File: src/rtl/tug_game_ctrl_if.sv
// ---------------------------------------------------------------------------
// tug_game_ctrl_if
//   Signal bundle between the tug-of-war game sequencer and its surroundings
//   (button pads, frame timing and the VGA pixel generator).
//   master : drives the buttons and frame_tick, consumes the display controls
//   slave  : the game sequencer itself
//   btn_l, btn_r : raw player buttons, active-high
//   frame_tick   : one-cycle pulse at the start of vertical blanking
//   leds_out     : rope position, one-hot, bit 6 = leftmost lamp
//   show_ready   : ready bars meaningful (not playing)
//   ready_l/r    : player armed flags as shown on screen
//   winner       : 00 none, 10 left won, 01 right won
// ---------------------------------------------------------------------------
interface tug_game_ctrl_if;
  logic       btn_l;
  logic       btn_r;
  logic       frame_tick;
  logic [6:0] leds_out;
  logic       show_ready;
  logic       ready_l;
  logic       ready_r;
  logic [1:0] winner;

  modport master (
    output btn_l, btn_r, frame_tick,
    input  leds_out, show_ready, ready_l, ready_r, winner
  );

  modport slave (
    input  btn_l, btn_r, frame_tick,
    output leds_out, show_ready, ready_l, ready_r, winner
  );
endinterface

File: src/rtl/tug_game_ctrl.sv
// ---------------------------------------------------------------------------
// tug_game_ctrl
//   Game sequencer for the tug-of-war display. Synchronizes and debounces
//   the two player buttons, runs the ready / play / win state machine and
//   drives the rope lamp and ready-bar controls for the pixel generator.
//   Display-facing outputs are reloaded only on frame_tick so a frame never
//   shows a half-updated scene; winner is updated directly.
// Ports
//   clk25 : 25 MHz pixel clock
//   rst   : asynchronous, active-high reset
//   bus   : tug_game_ctrl_if.slave (buttons, frame_tick, display outputs)
// Parameters
//   DEBOUNCE_CYCLES : cycles a synced button level must persist to be accepted
//   FLASH_FRAMES    : frame_ticks per half-period of the winning lamp blink
// ---------------------------------------------------------------------------
module tug_game_ctrl #(
  parameter int DEBOUNCE_CYCLES = 250000,
  parameter int FLASH_FRAMES    = 15
) (
  input  logic            clk25,
  input  logic            rst,
  tug_game_ctrl_if.slave  bus
);

  localparam int DB_W = (DEBOUNCE_CYCLES > 1) ? $clog2(DEBOUNCE_CYCLES) : 1;
  localparam int FL_W = (FLASH_FRAMES > 1) ? $clog2(FLASH_FRAMES) : 1;
  localparam logic [DB_W-1:0] DB_LAST = DB_W'(DEBOUNCE_CYCLES - 1);
  localparam logic [FL_W-1:0] FL_LAST = FL_W'(FLASH_FRAMES - 1);

  typedef enum logic [1:0] {
    IDLE = 2'd0,
    PLAY = 2'd1,
    WIN  = 2'd2
  } state_t;

  // index 1 = left player, index 0 = right player
  logic [1:0] btn_raw;
  logic [1:0] press;

  assign btn_raw = {bus.btn_l, bus.btn_r};

  // -------------------------------------------------------------------------
  // Button conditioning: 2-flop synchronizer, then a counter that runs only
  // while the synced level disagrees with the accepted level. The accepted
  // level flips on the cycle the counter sits at its last value, and a press
  // is reported in that same cycle for a 0->1 flip.
  // -------------------------------------------------------------------------
  generate
    for (genvar gi = 0; gi < 2; gi++) begin : g_deb
      logic            sync1_reg;
      logic            sync2_reg;
      logic            level_reg;
      logic [DB_W-1:0] cnt_reg;

      always_ff @(posedge clk25 or posedge rst) begin
        if (rst) begin
          sync1_reg <= 1'b0;
          sync2_reg <= 1'b0;
          level_reg <= 1'b0;
          cnt_reg   <= '0;
        end else begin
          sync1_reg <= btn_raw[gi];
          sync2_reg <= sync1_reg;
          if (sync2_reg == level_reg) begin
            cnt_reg <= '0;
          end else if (cnt_reg == DB_LAST) begin
            level_reg <= sync2_reg;
            cnt_reg   <= '0;
          end else begin
            cnt_reg <= cnt_reg + 1'b1;
          end
        end
      end

      assign press[gi] = sync2_reg & ~level_reg & (cnt_reg == DB_LAST);
    end
  endgenerate

  // -------------------------------------------------------------------------
  // Game state
  // -------------------------------------------------------------------------
  state_t          state_reg, state_next;
  logic [2:0]      pos_reg, pos_next;
  logic            arm_l_reg, arm_l_next;
  logic            arm_r_reg, arm_r_next;
  logic [1:0]      winner_reg, winner_next;
  logic            blink_on_reg, blink_on_next;
  logic [FL_W-1:0] blink_cnt_reg, blink_cnt_next;

  // display shadow registers
  logic [6:0]      leds_reg, leds_next;
  logic            show_ready_reg, show_ready_next;
  logic            ready_l_reg, ready_l_next;
  logic            ready_r_reg, ready_r_next;

  always_ff @(posedge clk25 or posedge rst) begin
    if (rst) begin
      state_reg      <= IDLE;
      pos_reg        <= 3'd3;
      arm_l_reg      <= 1'b0;
      arm_r_reg      <= 1'b0;
      winner_reg     <= 2'b00;
      blink_on_reg   <= 1'b1;
      blink_cnt_reg  <= '0;
      leds_reg       <= 7'b0001000;
      show_ready_reg <= 1'b1;
      ready_l_reg    <= 1'b0;
      ready_r_reg    <= 1'b0;
    end else begin
      state_reg      <= state_next;
      pos_reg        <= pos_next;
      arm_l_reg      <= arm_l_next;
      arm_r_reg      <= arm_r_next;
      winner_reg     <= winner_next;
      blink_on_reg   <= blink_on_next;
      blink_cnt_reg  <= blink_cnt_next;
      leds_reg       <= leds_next;
      show_ready_reg <= show_ready_next;
      ready_l_reg    <= ready_l_next;
      ready_r_reg    <= ready_r_next;
    end
  end

  always_comb begin
    state_next      = state_reg;
    pos_next        = pos_reg;
    arm_l_next      = arm_l_reg;
    arm_r_next      = arm_r_reg;
    winner_next     = winner_reg;
    blink_on_next   = blink_on_reg;
    blink_cnt_next  = blink_cnt_reg;
    leds_next       = leds_reg;
    show_ready_next = show_ready_reg;
    ready_l_next    = ready_l_reg;
    ready_r_next    = ready_r_reg;

    // Snapshot the current (pre-update) state on the tick; anything that
    // changes this cycle shows up at the following tick.
    if (bus.frame_tick) begin
      if (state_reg == WIN && !blink_on_reg) begin
        leds_next = 7'b0000000;
      end else begin
        leds_next = 7'b1000000 >> pos_reg;
      end
      show_ready_next = (state_reg != PLAY);
      ready_l_next    = arm_l_reg;
      ready_r_next    = arm_r_reg;
    end

    case (state_reg)
      IDLE, WIN: begin
        // blink phase advances on frame ticks only
        if (state_reg == WIN && bus.frame_tick) begin
          if (blink_cnt_reg == FL_LAST) begin
            blink_cnt_next = '0;
            blink_on_next  = ~blink_on_reg;
          end else begin
            blink_cnt_next = blink_cnt_reg + 1'b1;
          end
        end
        // both flags already set last cycle: start a new round
        if (arm_l_reg && arm_r_reg) begin
          state_next  = PLAY;
          pos_next    = 3'd3;
          arm_l_next  = 1'b0;
          arm_r_next  = 1'b0;
          winner_next = 2'b00;
        end else begin
          arm_l_next = arm_l_reg | press[1];
          arm_r_next = arm_r_reg | press[0];
        end
      end

      PLAY: begin
        // simultaneous presses cancel out
        if (press[1] && !press[0]) begin
          pos_next = pos_reg - 3'd1;
          if (pos_reg == 3'd1) begin
            state_next     = WIN;
            winner_next    = 2'b10;
            blink_on_next  = 1'b1;
            blink_cnt_next = '0;
          end
        end else if (press[0] && !press[1]) begin
          pos_next = pos_reg + 3'd1;
          if (pos_reg == 3'd5) begin
            state_next     = WIN;
            winner_next    = 2'b01;
            blink_on_next  = 1'b1;
            blink_cnt_next = '0;
          end
        end
      end

      default: begin
        state_next = IDLE;
      end
    endcase
  end

  assign bus.leds_out   = leds_reg;
  assign bus.show_ready = show_ready_reg;
  assign bus.ready_l    = ready_l_reg;
  assign bus.ready_r    = ready_r_reg;
  assign bus.winner     = winner_reg;

endmodule
File: src/flat_wrapper.sv
// flat-port wrapper written by rule: the top's interface ports become plain ports
module tug_game_ctrl_flat 
#(
  parameter int DEBOUNCE_CYCLES = 250000,
  parameter int FLASH_FRAMES    = 15
)
  (clk25, rst, bus_btn_l, bus_btn_r, bus_frame_tick, bus_leds_out, bus_show_ready, bus_ready_l, bus_ready_r, bus_winner);
  tug_game_ctrl_if bus_i ();
  input  logic clk25;
  input  logic rst;
  input wire logic [$bits(bus_i.btn_l)-1:0] bus_btn_l;
  input wire logic [$bits(bus_i.btn_r)-1:0] bus_btn_r;
  input wire logic [$bits(bus_i.frame_tick)-1:0] bus_frame_tick;
  output wire logic [$bits(bus_i.leds_out)-1:0] bus_leds_out;
  output wire logic [$bits(bus_i.show_ready)-1:0] bus_show_ready;
  output wire logic [$bits(bus_i.ready_l)-1:0] bus_ready_l;
  output wire logic [$bits(bus_i.ready_r)-1:0] bus_ready_r;
  output wire logic [$bits(bus_i.winner)-1:0] bus_winner;
  assign bus_i.btn_l = bus_btn_l;
  assign bus_i.btn_r = bus_btn_r;
  assign bus_i.frame_tick = bus_frame_tick;
  assign bus_leds_out = bus_i.leds_out;
  assign bus_show_ready = bus_i.show_ready;
  assign bus_ready_l = bus_i.ready_l;
  assign bus_ready_r = bus_i.ready_r;
  assign bus_winner = bus_i.winner;
  tug_game_ctrl #(.DEBOUNCE_CYCLES(DEBOUNCE_CYCLES), .FLASH_FRAMES(FLASH_FRAMES)) u_core (.clk25(clk25), .rst(rst), .bus(bus_i));
endmodule
File: config.mk
export PLATFORM = sky130hd
export DESIGN_NAME = tug_game_ctrl_flat
export DESIGN_NICKNAME = d
export VERILOG_FILES = /design/src/rtl/tug_game_ctrl_if.sv /design/src/rtl/tug_game_ctrl.sv /design/src/flat_wrapper.sv
export SDC_FILE = /design/constraint.sdc
export NUM_CORES = 1
export LEC_CHECK = 0
export CORE_ASPECT_RATIO = 1.25
export CORE_MARGIN = 4
export CORE_UTILIZATION = 45
export DETAILED_ROUTE_END_ITERATION = 16
export HOLD_SLACK_MARGIN = 0.03
export SYNTH_ARGS = -nofsm -noshare
export SYNTH_HDL_FRONTEND = slang
export SYNTH_SLANG_ARGS = --single-unit
File: constraint.sdc
create_clock -name clk25 -period 4.6 [get_ports clk25]
set_clock_uncertainty 0.2 [all_clocks]
set_input_delay 0.46 -clock clk25 [delete_from_list [all_inputs] [get_ports clk25]]
set_output_delay 0.46 -clock clk25 [all_outputs]
set_load 0.01 [all_outputs]
Word level (Yosys, flattened, before mapping)
Index checks and enable logic that the tools add are counted.
{ "op_classes": {"add_sub_neg": 5, "n_mul": 0, "n_div": 0, "n_lt_le_gt_ge": 0, "n_eq_ne": 16, "shift": 1, "n_mux": 36, "n_bitwise": 11, "n_reduce_logical": 18} }
{ "ops": {"columns": ["op", "n"], "rows": [
  ["$mux 18", 4],
  ["$add 18x1->18 const B", 2],
  ["$eq 18x18->1 const B", 2],
  ["$mux 4", 6],
  ["$mux 2", 9],
  ["$reduce_and 5->1", 2],
  ["$mux 3", 3],
  ["$mux 1", 8],
  ["$ne 2x1->1 const B", 4],
  ["$pmux 2 s2", 2],
  ["$pmux 4 s2", 1],
  ["$mux 7", 1],
  ["$shr 7x3->7 const A", 1],
  ["$ne 3x1->1 const B", 2],
  ["$pmux 3 s2", 1],
  ["$reduce_and 6->1", 1],
  ["$logic_and 1x1->1", 5],
  ["$not 1->1", 5],
  ["$add 4x1->4 const B", 1],
  ["$and 1x1->1", 4],
  ["$eq 4x4->1 const B", 1],
  ["$reduce_and 2->1", 2],
  ["$reduce_and 4->1", 1],
  ["$add 3x1->3 const B", 1],
  ["other kinds (14)", 18]
]} }
{ "totals": {"register_bits": 66, "latch_bits": 0, "ram_bits": 0, "romBits": 0, "in_bits": 5, "output_inout_bits": 12, "word_cells": 106, "n_memories": 0} }

Logic depth before layout (Yosys ltp)
Gate-level depths: netlist of the first run.
{ "logic_depth": {"word_depth": 8, "depth_mapped": 7, "mapped_depth_nobuf": 6} }

Worst setup path after synthesis of the first run
No wires, ideal clock.
{ "synth_timing": {"path_kind": "reg-to-reg", "start": "reg u_core.g_deb[1].cnt_reg[0]", "end": "reg u_core.state_reg[0]", "setup_time_ns": 0.133, "arrival_time_ns": 1.836, "t_required_ns": 4.267, "setup_slack_ns": 2.431, "stages_incl_launch_ff": 8, "n_path_buf": 1, "period_less_slack_ns": 2.169, "cell_sequence": "dfrtp_1 ha_1 and3_1 and3_1 clkbuf_2 a211o_4 mux2i_4 a31oi_1"} }
{ "synth_via": {"elab_chain_len": 6, "elab_cells_between_ends": 11, "classes_between": "eq/ne: 4; mux: 2; bitwise: 1; reduce/logical: 4"} }
{ "synth_rtl": {"columns": ["element", "line_no", "text"], "rows": [
  ["from (decl)", "tug_game_ctrl.sv:53", "logic [DB_W-1:0] cnt_reg;"],
  ["from (signal assigned)", "tug_game_ctrl.sv:70", "cnt_reg <= cnt_reg + 1'b1;"],
  ["$eq 18x18->1 *", "tug_game_ctrl.sv:75", "assign press[gi] = sync2_reg & ~level_reg & (cnt_reg == DB_LAST);"],
  ["$and 1x1->1 *", "tug_game_ctrl.sv:75", null],
  ["$logic_not 1->1", "tug_game_ctrl.sv:184", "end else if (press[0] && !press[1]) begin"],
  ["$logic_and 1x1->1", "tug_game_ctrl.sv:184", null],
  ["$ne 3x1->1 (no source line)", null, null],
  ["$reduce_and 4->1 (no source line)", null, null],
  ["to (signal assigned)", "tug_game_ctrl.sv:110", "state_reg <= state_next;"],
  ["to (decl)", "tug_game_ctrl.sv:82", "state_t state_reg, state_next;"]
]} }
Mark *: on every way between the ends. The rest lies on a longest branch, timed or not.
A chain may end at the register's enable or synchronous reset.

Worst setup path after layout of the first run
Ends and elaborated chain as after synthesis.

==> results of run 1 <==
==> report_power, final <==
| part | internal [mW] | total [mW] | switching, mW |
|---|---|---|---|
| Clock | 0.319 | 0.550 | 0.231 |
| Sequential | 0.587 | 0.593 | 0.00578 |
| Combinational | 0.0111 | 0.0355 | 0.0244 |
==> metrics by stage <==
step	hold WS (ns)	area (µm²)	utilization	std cells	setup slack (ns)
detailed placement	0.1347	3601	0.4924	434	2.264
global placement	0.1350	3601	0.4924	434	2.289
finish	0.1478	3820	0.5223	450	2.235
CTS	0.1498	3820	0.5223	450	2.243
floorplan	0.1312	3368	-	336	2.293
global route	0.1589	3820	0.5223	450	2.113
==> cell type report <==
type	instances	area share
multi-input combinational	237	0.4130
sequential	66	0.4340
clock inverter	5	0.02031
tap	92	0.03013
inverter	22	0.02162
timing repair buffer	17	0.04389
clock buffer	11	0.03701
==> layout by cell type (no fill, tap or decap), types with 3 or more instances in the layout <==
cell / instances
a31oi_1: 4
or2_2: 3
a21oi_1: 10
and3_1: 7
nand4_1: 9
clkbuf_8: 10
mux2_2: 4
dfstp_2: 5
a21o_1: 4
nor2_1: 45
o211ai_1: 4
nand2_1: 18
nor2b_1: 5
clkdlybuf4s50_1: 16
dfrtp_1: 61
o21ai_0: 10
ha_1: 12
nor3_1: 9
inv_1: 21
xor2_1: 11
o22ai_1: 7
nand3_1: 18
xnor2_1: 20
nor4_1: 4
==> layer usage <==
layer,global-route usage,vias up,share of wire
li1,-,1199,-
met1,0.1954,1195,0.45
met2,0.2639,30,0.50
met3,0.03549,8,0.028
met4,0.07579,0,0.018
met5,0,-,0
==> logic make-up after synthesis <==
kind of cell	after synthesis
buffers and inverters	33
AOI/OAI and AO/OA	50
and+or+nand+nor	139
DFF	66
xor gates and xnor gates	31
adders and majority gates	12
muxes	5
==> worst register-to-register path, cell delays in order (launching register included) <==
cell and delay [ns]:
dfrtp_1 0.43, ha_1 0.27, and3_1 0.22, and3_1 0.29
a211o_4 0.42, mux2i_4 0.27, a31oi_1 0.13
==> worst min-delay path by stage <==
stage / end / startpoint
4_1_cts: u_core.g_deb[0].sync2_reg$_DFF_PP0_ / u_core.g_deb[0].sync1_reg$_DFF_PP0_
6_report: u_core.g_deb[0].sync2_reg$_DFF_PP0_ / u_core.g_deb[0].sync1_reg$_DFF_PP0_
2_1_floorplan: u_core.g_deb[0].sync2_reg$_DFF_PP0_ / u_core.g_deb[0].sync1_reg$_DFF_PP0_
3_3_place_gp: u_core.g_deb[0].sync2_reg$_DFF_PP0_ / u_core.g_deb[0].sync1_reg$_DFF_PP0_
3_5_place_dp: u_core.g_deb[0].sync2_reg$_DFF_PP0_ / u_core.g_deb[0].sync1_reg$_DFF_PP0_
5_1_grt: u_core.g_deb[0].sync2_reg$_DFF_PP0_ / u_core.g_deb[0].sync1_reg$_DFF_PP0_
==> summary.md, run 1 <==
| Metric | Value |
|---|---|
| Worst endpoint required time | `4.62 ns` |
| Worst-path clk slew | `0.08 ns` |
| Adder-cell share of the synthesized area | `0.04458` |
| Critical-path cell list | `ha_1 > and3_1 > and3_1 > a211o_4 > mux2i_4 > a31oi_1` |
| Setup TNS | `0 ns` |
| FP Rows | `35` |
| Vias in the first global route | `2430` |
| Mapped Cells | `336` |
| Mean routed wirelength per cell | `14.36 µm` |
| RSZ-0062 raised after global routing | `no` |
| Port buffer count | `16` |
| Register Area | `1658 µm²` |
| Worst Tran Pin Value | `1.000 ns` |
| #FFs+latches synth | `66` |
| Synth area leader | `dfrtp_1` |
| Largest net degree at the start of global routing | `50` |
| Starting Density | `0.4606` |
| Number of synthesized flops with an enable pin | `0` |
| Worst reg2reg path startpoint | `u_core.g_deb[1].cnt_reg[0]$_DFF_PP0_` |
| Syn-to-layout area delta | `13.41%` |
| CTS tree | `done` |
| Bufs and invs on worst path | `0` |
| H-tree depth | `3` |
| Core box area | `7313 µm²` |
| Max FFs per register | `36` |
| Slew Limit Headroom | `0.3320` |
| Slowest-stage cell, CP | `dfrtp_1` |
| Root Driver | `clkbuf_8` |
| Area taken by multi-input logic gates | `1578 µm²` |
| Synth Area in Compound Gates | `0.1033` |
| Crit start category | `flip-flop` |
| RR Endpoint | `u_core.state_reg[0]$_DFFE_PP0P_` |
| GR Overflow Total | `0` |
| Flop2flop setup slack | `2.24 ns` |
| All-layer global routing usage | `0.1597` |
| Kind of critical path | `flip-flop to flip-flop` |
| Final period utilization | `0.5141` |
| Final net count | `370` |
| Power Density | `308.4 nW/µm²` |
| Max Clk Rate | `0.4229 GHz` |
| Ys Warns | `0` |
| Launch point of the worst path | `u_core.g_deb[1].cnt_reg[0]$_DFF_PP0_` |
| Critical path depth in cells | `6` |
| Crit path max fanout | `8` |
| Synth Flop Type | `dfrtp_1` |
| Post-synthesis mux area share | `0.02006` |
| Register area share after synthesis | `0.4922` |
| Status | `finished, final reports clean` |
| CTS Buffer Depth | `2` |
| Kind of end point of the critical path | `flip-flop` |
| Antenna Cells | `0` |
| Post-synth top cells | `dfrtp_1 (61), nor2_1 (45), inv_1 (22)` |
| Worst Hold Depth | `0` |
| Async S/R FF share, synth | `1.000` |
| Post-Syn Area | `3368 µm²` |
| Fill cells | `658` |
| Final Hold Vio Count | `0` |
| DIE AREA | `8941 µm²` |
| Skew-Pair Late Insertion Delay | `0.34 ns` |
| FF-to-FF path depth | `6` |
| Avg Cell Area, Syn | `10.02 µm²` |
| Drt via density | `5.404` |
| Design Power | `1.178 mW` |
| Lkg Pwr | `1.636 nW` |
| CP endpoint | `u_core.state_reg[0]$_DFFE_PP0P_` |
| Proportion of layout cells with a drive suffix above 1 | `0.1201` |
| Yosys top cell area share | `0.4532` |
| Largest family of logic cells by synthesized area | `simple AND/OR/NAND/NOR gates` |
| DR vias | `2432` |
| CTS Hold Bufs | `0` |
| Initial DRC Count | `108` |
| Cell with the most instances after synthesis | `dfrtp_1` |
| Routed WL | `6461 µm` |
| Die Ht | `104.7 µm` |
| Worst EP arrival | `2.38 ns` |
| CP max stage delay | `0.43 ns` |
| Post-synth cell types | `52` |
| Syn Nets | `353` |
| PostCTS Resize Cnt | `0` |
| Tmin final | `2.365 ns` |
| Cell mode on critical path | `and3_1` |
| Setup Buffers After CTS | `0` |
| I/O pin count | `17` |
| Routability cong. | `0.7895` |
| Antenna Nets Post-Route | `0` |
| Max-cap violations | `0` |
| Initial antenna violation count | `0` |
| Fin. max-slew vios | `0` |
| Simple-gate share of the synthesized area | `0.2199` |
| DR pass1 iterations | `4` |
| First-pass GRT wire length | `11400 µm` |
| Peak supply drop | `0.0001352 V` |
| Largest cells by area after synthesis | `dfrtp_1 (45%), xnor2_1 (5.2%), nor2_1 (5.0%)` |
| Cts bufs inserted | `9` |
| Detailed placer's ending HPWL | `4530 µm` |
| HP Class | `flip-flop to flip-flop` |
| Remaining DRCs | `0` |
| CTS Sinks | `66` |
| Final setup viols | `0` |
| CP top delay family | `compound AO/OA/AOI/OAI gates` |
| Die W | `85.38 µm` |
| Xor/xnor share of the synthesized area | `0.08061` |
No activity file was read; power rests on OpenSTA's default activity.
==> inputs of run 2 (changes only) <==
Clock period 4.6 ns to 2.3 ns, I/O delays scaled along.
==> run 2 against run 1 <==
- via count up 0.37%
- first-iteration DRC count down 15%
- die area unchanged
==> summary.md, run 2 (synthesis gave the netlist of run 1 again) <==
| Metric | Value |
|---|---|
| Crit path max fanout | `8` |
| PostCTS Resize Cnt | `0` |
| Setup Buffers After CTS | `0` |
| Flop2flop setup slack | `0.15 ns` |
| Hold_ws | `0.07198 ns` |
| Worst EP arrival | `2.17 ns` |
| Root Driver | `clkbuf_8` |
| H-tree depth | `3` |
| Die Ht | `104.7 µm` |
| Power Density | `555.3 nW/µm²` |
| CTS Buffer Depth | `2` |
| CTS Hold Bufs | `0` |
| Cts bufs inserted | `9` |
| Worst reg2reg path startpoint | `u_core.g_deb[1].cnt_reg[5]$_DFF_PP0_` |
| Status | `finished, final reports clean` |
| All-layer global routing usage | `0.1582` |
| Worst endpoint required time | `2.32 ns` |
| Core box area | `7313 µm²` |
| Final net count | `387` |
| GR Overflow Total | `0` |
| Kind of end point of the critical path | `flip-flop` |
| Mean routed wirelength per cell | `13.47 µm` |
| Kind of critical path | `flip-flop to flip-flop` |
| Most frequent cells in the layout | `dfrtp_1 (61), nor2_1 (45), inv_1 (21)` |
| Antenna Cells | `0` |
| Max Clk Rate | `0.4648 GHz` |
| Proportion of layout cells with a drive suffix above 1 | `0.1573` |
| HP Class | `input port to asynchronous set/reset pin` |
| Setup TNS | `0 ns` |
| Initial antenna violation count | `0` |
| Port buffer count | `16` |
| I/O pin count | `17` |
| Remaining DRCs | `0` |
| Die W | `85.38 µm` |
| Final worst slack | `0.1486 ns` |
| Initial DRC Count | `92` |
| RR Endpoint | `u_core.state_reg[1]$_DFFE_PP0P_` |
| CP top delay family | `simple AND/OR/NAND/NOR gates` |
| Worst Tran Pin Value | `0.5176 ns` |
| Detailed placer's ending HPWL | `4635 µm` |
| CP max stage delay | `0.57 ns` |
| First-pass GRT wire length | `11610 µm` |
| Final Hold Vio Count | `0` |
| DR vias | `2441` |
| FP Rows | `35` |
| Final setup viols | `0` |
| Starting Density | `0.4606` |
| Fin. max-slew vios | `0` |
| Drt via density | `5.227` |
| FF-to-FF path depth | `6` |
| Peak supply drop | `0.0002535 V` |
| CTS Sinks | `66` |
| Max FFs per register | `36` |
| Crit start category | `flip-flop` |
| Placement Setup Slack | `0.1506 ns` |
| Vias in the first global route | `2556` |
| Slew Limit Headroom | `0.6549` |
| RSZ-0062 raised after global routing | `no` |
| Max-cap violations | `0` |
| Skew-Pair Late Insertion Delay | `0.33 ns` |
| Design Power | `2.188 mW` |
| Lkg Pwr | `1.712 nW` |
| Routability cong. | `0.7948` |
| Fill cells | `672` |
| Critical-path cell list | `or4b_4 > nor3_4 > buf_12 > a211o_4 > mux2i_4 > a22o_1` |
| Bufs and invs on worst path | `1` |
| CTS tree | `done` |
| Largest net degree at the start of global routing | `42` |
| Slowest-stage cell, CP | `or4b_4` |
| DIE AREA | `8941 µm²` |
| Syn-to-layout area delta | `16.98%` |
| Worst-path clk slew | `0.07 ns` |
| Final period utilization | `0.9354` |
| Most common cell after layout, fill and taps aside | `dfrtp_1` |
| DR pass1 iterations | `4` |
| Routed WL | `6290 µm` |
| Antenna Nets Post-Route | `0` |
| Tmin final | `2.151 ns` |
[run 2: cell count changes in the layout (fill, tap and decap cells not counted), sizes merged]
cell      previous run  this run
buf                  1        18
bufinv               2         1
clkinvlp             1         2
[run 2: worst reg2reg max path: cells and delay by family (launching register included)]
kind	cells	cell delay, ns
simple gates	2	0.79
buf+inv	1	0.15
compound gates	2	0.40
flops	1	0.42
mux	1	0.10
[run 2: worst max-delay path by stage]
stage | depth (start not counted) | start | slack, ns | to
final | 6 | u_core.g_deb[1].cnt_reg[5]$_DFF_PP0_ | 0.15 | u_core.state_reg[1]$_DFFE_PP0P_
after global placement | 6 | u_core.g_deb[1].cnt_reg[5]$_DFF_PP0_ | 0.17 | u_core.state_reg[1]$_DFFE_PP0P_
after CTS | 6 | u_core.g_deb[1].cnt_reg[5]$_DFF_PP0_ | 0.13 | u_core.state_reg[1]$_DFFE_PP0P_
after floorplan | 7 | u_core.g_deb[1].cnt_reg[0]$_DFF_PP0_ | 0.13 | u_core.state_reg[0]$_DFFE_PP0P_
after detailed placement | 6 | u_core.g_deb[1].cnt_reg[5]$_DFF_PP0_ | 0.15 | u_core.state_reg[1]$_DFFE_PP0P_
after global routing | 5 | u_core.g_deb[0].cnt_reg[6]$_DFF_PP0_ | 0.01 | u_core.pos_reg[0]$_DFFE_PP1P_
[run 2: area by class of cell]
| cell class | instances | area, µm² | area share |
|---|---|---|---|
| clock inverter | 5 | 55.05 | 0.01397 |
| tap | 92 | 115.1 | 0.02922 |
| clock buffer | 11 | 131.4 | 0.03334 |
| sequential | 66 | 1658 | 0.4208 |
| inverter | 22 | 82.58 | 0.02096 |
| timing repair buffer | 34 | 320.3 | 0.08130 |
| multi-input combinational | 237 | 1578 | 0.4004 |
[run 2: report_power, final]
part | switching, mW | internal [mW] | total, mW
clock | 0.427 | 0.498 | 0.925
combinational | 0.0497 | 0.0292 | 0.0788
sequential | 0.0101 | 1.17 | 1.18
total | 0.487 | 1.70 | 2.19
[run 2: per-layer routing]
metal	track usage	vias up	wire (µm)
met5	0	-	0
met4	0.05090	0	99
met3	0.03785	9	151
met2	0.2611	26	3176
met1	0.2030	1177	2862
li1	-	1229	-
[run 2: metrics by stage]
step	instance area, µm²	util	std cells
finish	3940	0.5388	467
global route	3940	0.5388	467
CTS	3940	0.5388	467
detailed placement	3754	0.5133	451
global placement	3754	0.5133	451
floorplan	3368	-	336
==> inputs of run 3 (changes only) <==
Settings changed: CORE_UTILIZATION 45 to 56, PLACE_DENSITY set to 0.75.
==> run 3 against run 2 <==
- sequential cell count is the same
- design area shrank 1.3%
- setup slack worse by 0.082 ns
- hold slack worse by 0.047 ns
- register-to-register slack worse by 0.08 ns
- non-clock buffer count is 3 lower
- critical path type unchanged
==> summary.md, run 3 (synthesis gave the netlist of run 1 again) <==
| Metric | Value |
|---|---|
| Met2 Usage GRT | `0.3393` |
| Worst endpoint required time | `2.33 ns` |
| GR Layer Usage met3 | `0.03244` |
| Grt peak-use layer | `met2` |
| Cts bufs inserted | `9` |
| HP Class | `input port to asynchronous set/reset pin` |
| All-layer global routing usage | `0.1892` |
| CTS tree | `done` |
| Final setup viols | `0` |
| DR pass1 iterations | `4` |
| Kind of end point of the critical path | `flip-flop` |
| I/O pin count | `17` |
| Kind of critical path | `flip-flop to flip-flop` |
| Tmin final | `2.233 ns` |
| Largest net degree at the start of global routing | `26` |
| CTS Sinks | `66` |
| Lkg Pwr | `1.709 nW` |
| Sw Pwr | `482.2 µW` |
| Routability cong. | `0.8692` |
| Fin. max-slew vios | `0` |
| CTS Buffer Depth | `2` |
| RSZ-0062 raised after global routing | `no` |
| Mean routed wirelength per cell | `14.34 µm` |
| RR Endpoint | `u_core.state_reg[1]$_DFFE_PP0P_` |
| Remaining DRCs | `0` |
| Crit path max fanout | `8` |
| Max Clk Rate | `0.4477 GHz` |
| Comb power frac | `0.036` |
| Skew-Pair Late Insertion Delay | `0.34 ns` |
| Vias in the first global route | `2474` |
| CTS Hold Bufs | `0` |
| GR Overflow Total | `0` |
| Initial antenna violation count | `0` |
| Max FFs per register | `36` |
| DIE AREA | `7327 µm²` |
| Power Density | `572.3 nW/µm²` |
| Port buffer count | `16` |
| Peak supply drop | `0.0003519 V` |
| Antenna Nets Post-Route | `0` |
| Clock network fraction of total power | `0.432` |
| Final net count | `384` |
| Worst-path clk slew | `0.07 ns` |
| Routed WL | `6283 µm` |
| Crit start category | `flip-flop` |
| Final period utilization | `0.9711` |
| Sw Share | `0.2167` |
| Most frequent cells in the layout | `dfrtp_1 (61), nor2_1 (45), inv_1 (21)` |
| DR vias | `2476` |
| Met1 usage | `0.2184` |
| Most common cell after layout, fill and taps aside | `dfrtp_1` |
| FP Rows | `31` |
| Core box area | `5818 µm²` |
| Worst reg2reg path startpoint | `u_core.g_deb[1].cnt_reg[5]$_DFF_PP0_` |
| Status | `finished, final reports clean` |
| Fill cells | `461` |
| Design Power | `2.225 mW` |
| Drt via density | `5.653` |
| Final Hold Vio Count | `0` |
| Flop2flop setup slack | `0.07 ns` |
| Int Pwr | `1.743 mW` |
| Antenna Cells | `0` |
| Worst Tran Pin Value | `0.6363 ns` |
| Die Ht | `94.71 µm` |
| Die W | `77.37 µm` |
| H-tree depth | `3` |
| Reg power frac | `0.533` |
| FF-to-FF path depth | `5` |
| Syn-to-layout area delta | `15.42%` |
| Proportion of layout cells with a drive suffix above 1 | `0.1532` |
| Worst EP arrival | `2.26 ns` |
| Detailed placer's ending HPWL | `4532 µm` |
| Slew Limit Headroom | `0.5749` |
| PostCTS Resize Cnt | `0` |
| Starting Density | `0.5789` |
| Max-cap violations | `0` |
| Setup Buffers After CTS | `0` |
| First-pass GRT wire length | `10940 µm` |
| Initial DRC Count | `128` |
| Setup TNS | `0 ns` |
| Root Driver | `clkbuf_8` |
==> run 3: cell type report <==
type                            instances  area (µm²)  share of cell area
Clock buffer                           15       196.4             0.05053
Clock inverter                          1       5.005            0.001287
Inverter                               22       82.58             0.02124
Multi-Input combinational cell        237        1578              0.4059
Sequential cell                        66        1658              0.4265
Tap cell                               66       82.58             0.02124
Timing Repair Buffer                   31       285.3             0.07338
==> run 3: worst max-delay path: stages, from the launching register on <==
cell     delay (ns)
dfrtp_1        0.42
or4b_4         0.58
nor3_4         0.34
a211o_4        0.24
mux2i_4        0.10
a22o_1         0.24
==> run 3: metal layers <==
layer / routed length (µm) / vias to the layer above
li1: - / 1229
met1: 2745 / 1198
met2: 3248 / 39
met3: 181 / 10
met4: 107 / 0
met5: 0 / -
==> run 3: worst max path at each step <==
stage	slack, ns	from	endpoint
after floorplan	0.13	u_core.g_deb[1].cnt_reg[0]$_DFF_PP0_	u_core.state_reg[0]$_DFFE_PP0P_
after global routing	0.006	u_core.g_deb[1].cnt_reg[5]$_DFF_PP0_	u_core.blink_cnt_reg[0]$_DFFE_PP0P_
after global placement	0.08	u_core.g_deb[1].cnt_reg[5]$_DFF_PP0_	u_core.state_reg[1]$_DFFE_PP0P_
final	0.07	u_core.g_deb[1].cnt_reg[5]$_DFF_PP0_	u_core.state_reg[1]$_DFFE_PP0P_
after CTS	0.03	u_core.g_deb[1].cnt_reg[5]$_DFF_PP0_	u_core.state_reg[1]$_DFFE_PP0P_
after detailed placement	0.04	u_core.g_deb[1].cnt_reg[5]$_DFF_PP0_	u_core.state_reg[1]$_DFFE_PP0P_
==> run 3: power by group through the flow <==
stage                     clock [mW]  combinational (mW)  sequential, mW
after floorplan                    0              0.0497            1.21
after global placement             0              0.0818            1.21
after detailed placement           0              0.0828            1.21
after CTS                      0.976              0.0830            1.18
after global routing            1.02              0.0932            1.19
final                          0.960              0.0798            1.18
==> run 3: through the flow <==
stage / hold WS, ns / area (µm²) / cells / setup WS (ns) / utilization
finish: 0.02455 / 3887 / 438 / 0.06654 / 0.6682
CTS: 0.03303 / 3887 / 438 / 0.03312 / 0.6682
global route: 0.06329 / 3887 / 438 / 0.005606 / 0.6682
global placement: 0.1358 / 3686 / 422 / 0.08154 / 0.6335
detailed placement: 0.1347 / 3686 / 422 / 0.04228 / 0.6335
floorplan: 0.06143 / 3368 / 336 / 0.1310 / -
